**config.mk**
```make
export PLATFORM = sky130hd
export DESIGN_NAME = shift_add_multiplier
export DESIGN_NICKNAME = d
export VERILOG_FILES = /design/src/rtl/shift_add_multiplier.sv
export SDC_FILE = /design/constraint.sdc
export NUM_CORES = 1
export LEC_CHECK = 0
export CAP_MARGIN = 20
export CORE_ASPECT_RATIO = 1.5
export CORE_MARGIN = 2
export CORE_UTILIZATION = 45
export CTS_CLUSTER_DIAMETER = 30
export DETAILED_ROUTE_END_ITERATION = 16
export HOLD_SLACK_MARGIN = 0.02
export PLACE_DENSITY = 0.7
export SLEW_MARGIN = 10
export SYNTH_ARGS = -nofsm -noshare
export SYNTH_HDL_FRONTEND = slang
export SYNTH_SLANG_ARGS = --single-unit
export TNS_END_PERCENT = 50
```
**constraint.sdc**
```tcl
create_clock -name clk -period 2.8 [get_ports clk]
set_clock_uncertainty 0.2 [all_clocks]
set_input_delay 0.84 -clock clk [delete_from_list [all_inputs] [get_ports clk]]
set_output_delay 0.84 -clock clk [all_outputs]
set_load 0.05 [all_outputs]
```
**src/rtl/shift_add_multiplier.sv**
```systemverilog
// -----------------------------------------------------------------------------
// shift_add_multiplier
//
// Sequential unsigned WIDTH x WIDTH shift-and-add multiplier. Each RUN cycle
// makes one adder pass, in the same shape as a hybrid_adder call:
//   a = ACC, b = (Q[0] ? M : 0), cin = 0.
// The 17-bit {cout, sum, Q} is then shifted right by one bit, so the carry
// lands in ACC[WIDTH-1] and is never lost.
//
// Handshake (start / busy / done):
//   - start is accepted in IDLE or DONE and ignored in RUN.
//   - a and b are captured on the accepting edge and may change afterwards.
//   - busy is high while the FSM is in RUN.
//   - done pulses for the single DONE cycle, when product becomes valid.
//   - product is held until the next result or a reset.
//   - Holding start high through DONE chains straight into the next RUN.
//
// Ports:
//   clk      in   system clock, rising edge
//   rst      in   synchronous active-high reset, overrides every other input
//   start    in   request a multiply
//   a        in   [WIDTH-1:0]   multiplicand
//   b        in   [WIDTH-1:0]   multiplier
//   product  out  [2*WIDTH-1:0] result
//   busy     out  high while running
//   done     out  one-cycle pulse when product updates
//
// Optional build macro: EARLY_TERM_EN
//   Defined:   RUN finishes as soon as the multiplier bits still to be consumed
//              are all zero. The product value is unchanged; only latency
//              shrinks.
//   Undefined: fixed WIDTH-iteration latency.
//
// WIDTH must be 8 to pair with hybrid_adder.
// -----------------------------------------------------------------------------
module shift_add_multiplier #(
    parameter int WIDTH = 8
) (
    input  logic               clk,
    input  logic               rst,
    input  logic               start,
    input  logic [WIDTH-1:0]   a,
    input  logic [WIDTH-1:0]   b,
    output logic [2*WIDTH-1:0] product,
    output logic               busy,
    output logic               done
);

    localparam int CW = $clog2(WIDTH);

    typedef enum logic [1:0] {
        S_IDLE = 2'd0,
        S_RUN  = 2'd1,
        S_DONE = 2'd2
    } state_t;

    state_t               state_q,   state_d;
    logic [WIDTH-1:0]     m_q,       m_d;
    logic [WIDTH-1:0]     acc_q,     acc_d;
    logic [WIDTH-1:0]     q_q,       q_d;
    logic [CW-1:0]        count_q,   count_d;
    logic [2*WIDTH-1:0]   product_q, product_d;
    logic                 busy_q,    busy_d;
    logic                 done_q,    done_d;

    // Adder pass and the shifted {ACC,Q} it produces.
    logic [WIDTH-1:0]     addend;
    logic [WIDTH:0]       add_res;     // {cout, sum}
    logic [2*WIDTH-1:0]   next_pair;   // {cout, sum, Q[WIDTH-1:1]}

`ifdef EARLY_TERM_EN
    logic                 bits_left_zero;
    logic [CW:0]          early_shamt;
`endif

    always_comb begin
        addend    = q_q[0] ? m_q : '0;
        add_res   = {1'b0, acc_q} + {1'b0, addend};
        next_pair = {add_res, q_q[WIDTH-1:1]};

`ifdef EARLY_TERM_EN
        // Q[WIDTH-1-count:0] holds the multiplier bits not yet consumed.
        bits_left_zero = ((q_q & ({WIDTH{1'b1}} >> count_q)) == '0);
        // The missing right-shifts, all skipped adds of zero, are applied at once.
        early_shamt    = (CW + 1)'(WIDTH) - {1'b0, count_q};
`endif

        state_d   = state_q;
        m_d       = m_q;
        acc_d     = acc_q;
        q_d       = q_q;
        count_d   = count_q;
        product_d = product_q;

        case (state_q)
            S_RUN: begin
`ifdef EARLY_TERM_EN
                if (bits_left_zero) begin
                    state_d   = S_DONE;
                    product_d = {acc_q, q_q} >> early_shamt;
                end else begin
`endif
                    {acc_d, q_d} = next_pair;
                    count_d      = count_q + 1'b1;
                    if (count_q == CW'(WIDTH - 1)) begin
                        state_d   = S_DONE;
                        product_d = next_pair;
                    end
`ifdef EARLY_TERM_EN
                end
`endif
            end
            default: begin  // S_IDLE, S_DONE: ready for a new request
                if (start) begin
                    state_d = S_RUN;
                    m_d     = a;
                    q_d     = b;
                    acc_d   = '0;
                    count_d = '0;
                end else begin
                    state_d = S_IDLE;
                end
            end
        endcase

        // Outputs are registered from the next state so they align with it.
        busy_d = (state_d == S_RUN);
        done_d = (state_d == S_DONE);
    end

    always_ff @(posedge clk) begin
        if (rst) begin
            state_q   <= S_IDLE;
            m_q       <= '0;
            acc_q     <= '0;
            q_q       <= '0;
            count_q   <= '0;
            product_q <= '0;
            busy_q    <= 1'b0;
            done_q    <= 1'b0;
        end else begin
            state_q   <= state_d;
            m_q       <= m_d;
            acc_q     <= acc_d;
            q_q       <= q_d;
            count_q   <= count_d;
            product_q <= product_d;
            busy_q    <= busy_d;
            done_q    <= done_d;
        end
    end

    assign product = product_q;
    assign busy    = busy_q;
    assign done    = done_q;

endmodule

```
==> results.json, run 1 <==
{
  "outcome": "completed",
  "clock_latency_ns": 0.31,
  "ios": 37,
  "vias_per_cell": 5.53,
  "nets": 288,
  "routed_wl_microns": 4480,
  "cp_top_family": "buffers and inverters",
  "min_period_ns": 2.53,
  "placementRows": 30,
  "cts_tree": "yes",
  "grt_use_total_pct": 19.1,
  "start_util_pct": 46.4,
  "ir_worst_vdd_uv": 364,
  "numCtsBuffers": 5,
  "power_leakage_uw": 0.00107,
  "r2r_end": "acc_q[5]",
  "worst_pin_slew_ns": 1.01,
  "fin_crit_sh_pct": 90.2,
  "cts_max_path_buffers": 2,
  "required_ns": 1.76,
  "postRouteAntennaNets": 0,
  "setup_ws_ns": 0.274,
  "area_growth_pct": 26.6,
  "crit_path_top_delay_cell": "clkdlybuf4s50_1",
  "floorplan.die.width_microns": 59.4,
  "yosys_warnings": 0,
  "critPathKind": "flop to output port",
  "syn_inst": 219,
  "worst-path-max-fanout": 2,
  "async_reset_ff_share_pct": 0,
  "setup_tns_ns": 0,
  "antenna_found_initial": 0,
  "dieArea_sq_um": 5170,
  "drt-initial-drc-count": 32,
  "clk_pin_slew_ns": 0.10,
  "syn_area_sq_um": 2070,
  "cts.htree.levels": 2,
  "postCtsSetupRepairBufs": 0,
  "hold-path-endpoint": "m_q[1]",
  "die_h_microns": 87.1,
  "r2r_cells": 7,
  "r2r_start": "q_q[0]",
  "core-area_sq_um": 4470,
  "multiInputGateArea_sq_um": 1070,
  "final_max_slew_viol_count": 0,
  "cts.sinks": 47,
  "cp_num_buf_inv": 1,
  "yosysSeqAreaShare_pct": 45.4,
  "hp-start": "m_q[1]",
  "ys_types": 35,
  "place.gp.congestion": 0.801,
  "preCtsSetupSlack_ns": 0.170,
  "ys_seq_elements": 47,
  "cts-root-buf": "clkbuf_8",
  "antenna_cells": 0,
  "setup-violations-final": 0,
  "grt_pass1_wl_microns": 7390,
  "synth_edf_count": 0,
  "avgSynthCellArea_sq_um": 9.46,
  "cap_violations": 0,
  "cpPeakStageDelay_ns": 0.81,
  "grt_overflow": 0,
  "dpl.hpwl_microns": 3310,
  "fillers": 423,
  "max_slew_margin_pct": 32.2,
  "ctsResizeCount": 0,
  "grt_pass1_vias": 1651,
  "ff_latch_area_sq_um": 941,
  "holdBufCountCts": 0,
  "drc": 0,
  "fmax_mhz": 396,
  "end_kind": "output port",
  "portBuffers": 36,
  "cp.arrival_ns": 1.49,
  "rsz0062_at_grt": "no",
  "syn-num-nets": 249,
  "crit_path_start_kind": "flop",
  "vias": 1699,
  "synth_ff_type": "dfxtp_1",
  "wl_per_cell_microns": 14.6,
  "first_pass_iters": 4,
  "grt_max_degree": 23,
  "rrSetupSlack_ns": 0.32,
  "power_density_nw_per_um2": 513,
  "drive_gt1_share_pct": 10.0,
  "hold_path.class": "flop to flop",
  "hold_violations": 0,
  "path_cells": "clkdlybuf4s50_1",
  "hold_depth": 2
}
[Yosys cell counts, types with 4 or more instances]
cell type | count | area, sq um
mux2i_1 | 8 | 80.1
and2_1 | 8 | 50.1
nand2_1 | 19 | 71.3
a22o_1 | 10 | 87.6
dfxtp_1 | 47 | 941
clkbuf_1 | 5 | 18.8
nand3b_1 | 10 | 75.1
ha_1 | 10 | 125
o21ai_0 | 4 | 20.0
nor2_1 | 13 | 48.8
a211oi_1 | 8 | 60.1
a21oi_1 | 18 | 90.1
buf_1 | 4 | 15.0
nand3_1 | 12 | 60.1
buf_2 | 5 | 25.0
[stage by stage]
| step | total power, uW | hold slack [ns] | std cells | cell area, sq um | utilization, % |
|---|---|---|---|---|---|
| after global routing | 1410 | 0.274 | 307 | 2620 | 58.7 |
| after detailed placement | 846 | 0.242 | 299 | 2510 | 56.1 |
| final | 1340 | 0.252 | 307 | 2620 | 58.7 |
| after CTS | 1360 | 0.254 | 307 | 2620 | 58.7 |
| after floorplan | 791 | 0.232 | 219 | 2070 | - |
| after global placement | 844 | 0.238 | 299 | 2510 | 56.1 |
[per-layer routing]
layer	wire length, microns	vias to the layer above	track usage (%)
met1	1930	782	21.2
li1	-	872	-
met5	0	-	0
met4	130	0	9.09
met2	2270	34	33.5
met3	143	11	3.86
[report_power, final]
part | leakage (uW) | switching (uW) | internal (uW)
logic | 0.000628 | 66.5 | 61.2
clock network | 0.0000548 | 246 | 269
registers | 0.000383 | 13.5 | 689
total | 0.00107 | 326 | 1020
[tightest hold or removal path: cells and delay by family (launching register included)]
family,cells,cell delay [ns]
AND/OR/NAND/NOR,1,0.05
AO/OA/AOI/OAI,1,0.05
flip-flops,1,0.31
[cell usage in the layout, fill, tap and decap left out, types with 4 or more instances in the layout]
master           instances
a211oi_1                 8
a21oi_1                 18
a22o_1                  10
and2_1                   8
buf_4                   10
clkbuf_8                 5
clkdlybuf4s50_1         36
dfxtp_1                 47
ha_1                    10
mux2i_1                  8
nand2_1                 19
nand3_1                 12
nand3b_1                10
nor2_1                  13
o21ai_0                  4
[final cells by class]
| cell class | count | area share [%] |
|---|---|---|
| clock buffer | 5 | 2.62 |
| clock inverter | 3 | 1.77 |
| multi-input combinational | 158 | 40.8 |
| sequential | 47 | 35.9 |
| tap | 48 | 2.29 |
| timing repair buffer | 46 | 16.6 |
[registers in the layout, summed over array words and instances (netlist names)]
signal and cells:
product 16, acc_q 8, m_q 8, q_q 8
count_q 3, state_q 2, busy 1, done 1
[worst max path at each step]
| stage | cells past startpoint | start | end | slack (ns) |
|---|---|---|---|---|
| finish | 1 | product[7] | product[7] | 0.27 |
| global route | 7 | q_q[0] | acc_q[5] | 0.16 |
| CTS | 1 | product[10] | product[10] | 0.24 |
| detailed placement | 3 | rst | product[10] | 0.17 |
| global placement | 3 | rst | product[14] | 0.22 |
| floorplan | 7 | q_q[0] | acc_q[5] | 0.61 |
[kinds of logic (layout without fill, tap and decap cells)]
logic type | after synthesis | count (layout) | share of synthesized area (%)
mux | 8 | 8 | 3.87
xor+xnor | 3 | 3 | 1.27
compound gates | 58 | 58 | 19.5
flops | 47 | 47 | 45.4
simple gates | 78 | 78 | 20.1
fa+ha+maj | 11 | 11 | 7.01
buf+inv | 14 | 54 | 2.84
(Power assumes the default switching activity.)
==> run 2: changes to the inputs <==
--- a/config.mk
+++ b/config.mk
@@ -13,6 +13,7 @@
 export DETAILED_ROUTE_END_ITERATION = 16
 export HOLD_SLACK_MARGIN = 0.02
 export PLACE_DENSITY = 0.7
+export REMOVE_ABC_BUFFERS = 1
 export SLEW_MARGIN = 10
 export SYNTH_ARGS = -nofsm -noshare
 export SYNTH_HDL_FRONTEND = slang
==> run 2 against run 1 <==
Compared with the run above:
- global-route usage is essentially flat
- via count is 1.8% higher
- critical endpoint unchanged
- register-to-register slack about the same
- critical path depth did not move
==> results.json, run 2 (synthesized netlist as in run 1, its figures left out) <==
{
  "placed_cells": 299,
  "crit_path_top_delay_cell": "clkdlybuf4s50_1",
  "cts_tree": "yes",
  "holdBufCountCts": 0,
  "instances_no_fill": 306,
  "first_pass_iters": 4,
  "r2r_cells": 7,
  "dieArea_sq_um": 5170,
  "ctsResizeCount": 0,
  "fillers": 412,
  "outcome": "completed",
  "power_density_nw_per_um2": 501,
  "cp.depth": 1,
  "setup-violations-final": 0,
  "path_cells": "clkdlybuf4s50_1",
  "final_cell_mix": "dfxtp_1 (47), clkdlybuf4s50_1 (36), nand2_1 (19), a21oi_1 (18), nor2_1 (13)",
  "final_max_slew_viol_count": 0,
  "crit_path_start_kind": "flop",
  "vias_per_cell": 5.65,
  "fin_crit_sh_pct": 89.4,
  "nets": 288,
  "hold_ws_ns": 0.252,
  "grt_pass1_vias": 1614,
  "clk_pin_slew_ns": 0.08,
  "power_leakage_uw": 0.00106,
  "grt_max_degree": 19,
  "antenna_found_initial": 0,
  "area_growth_pct": 26.0,
  "cp_num_buf_inv": 1,
  "worst-path-max-fanout": 2,
  "clock_latency_ns": 0.30,
  "grt_use_total_pct": 19.1,
  "postCtsSetupRepairBufs": 0,
  "grt_pass1_wl_microns": 7520,
  "antenna_cells": 0,
  "placementRows": 30,
  "cts-root-buf": "clkbuf_8",
  "fmax_mhz": 399,
  "largest_reg_flops": 16,
  "max_slew_margin_pct": 62.8,
  "die_h_microns": 87.1,
  "mostFrequentLayoutCell": "dfxtp_1",
  "wl_per_cell_microns": 14.7,
  "hold_depth": 2,
  "place.gp.congestion": 0.823,
  "cpPeakStageDelay_ns": 0.82,
  "vias": 1730,
  "drt-initial-drc-count": 81,
  "cts.sinks": 47,
  "final_util_pct": 58.4,
  "hp-start": "m_q[2]",
  "postRouteAntennaNets": 0,
  "cp.arrival_ns": 1.46,
  "core-area_sq_um": 4470,
  "setup_tns_ns": 0,
  "cap_violations": 0,
  "ff_latch_area_sq_um": 941,
  "rsz0062_at_grt": "no",
  "dpl.hpwl_microns": 3220,
  "portBuffers": 36,
  "grt_overflow": 0,
  "worst_pin_slew_ns": 0.558,
  "multiInputGateArea_sq_um": 1070,
  "cts_max_path_buffers": 2,
  "ios": 37,
  "numCtsBuffers": 5,
  "cts.htree.levels": 2,
  "critPathKind": "flop to output port",
  "crit_start": "product[7]",
  "cp_top_family": "buffers and inverters",
  "required_ns": 1.76,
  "start_util_pct": 46.4,
  "drive_gt1_share_pct": 9.30,
  "r2r_start": "q_q[0]",
  "routed_wl_microns": 4500,
  "min_period_ns": 2.50,
  "floorplan.die.width_microns": 59.4,
  "drc": 0,
  "ir_worst_vdd_uv": 334,
  "end_kind": "output port",
  "hold_violations": 0,
  "power_uw": 1310,
  "hold_path.class": "flop to flop"
}
-- run 2: final timing paths --
kind / to / slack [ns]
max: product[7] / 0.30
min: m_q[2] / 0.25
max reg2reg: acc_q[5] / 0.33
min reg2reg: m_q[2] / 0.25
-- run 2: layout make-up --
class	count	share of cell area (%)
clock buffers	6	2.78
multi-input cells	158	41.0
repair buffers	46	16.7
clock inverters	1	1.15
well taps	48	2.30
flip-flops and latches	47	36.0
-- run 2: power breakdown --
group / leakage, uW / total [uW] / internal (uW) / switching, uW
combinational: 0.000630 / 128 / 61.3 / 67.1
clock: 0.0000513 / 478 / 262 / 216
sequential: 0.000383 / 702 / 689 / 13.4
total: 0.00106 / 1310 / 1010 / 296
-- run 2: metal layers --
layer  up-vias  global-route usage, %  share of wire, %
met1       809                   23.7                45
li1        873                      -                 -
met5         -                      0                 0
met3        10                   4.31               2.9
met2        38                   31.0                49
met4         0                   8.47               2.8
-- run 2: stage by stage --
step                setup slack (ns)  cell area (sq um)
floorplan                      0.610               2010
global placement               0.258               2510
detailed placement             0.235               2510
CTS                            0.284               2610
global route                   0.130               2610
finish                         0.297               2610
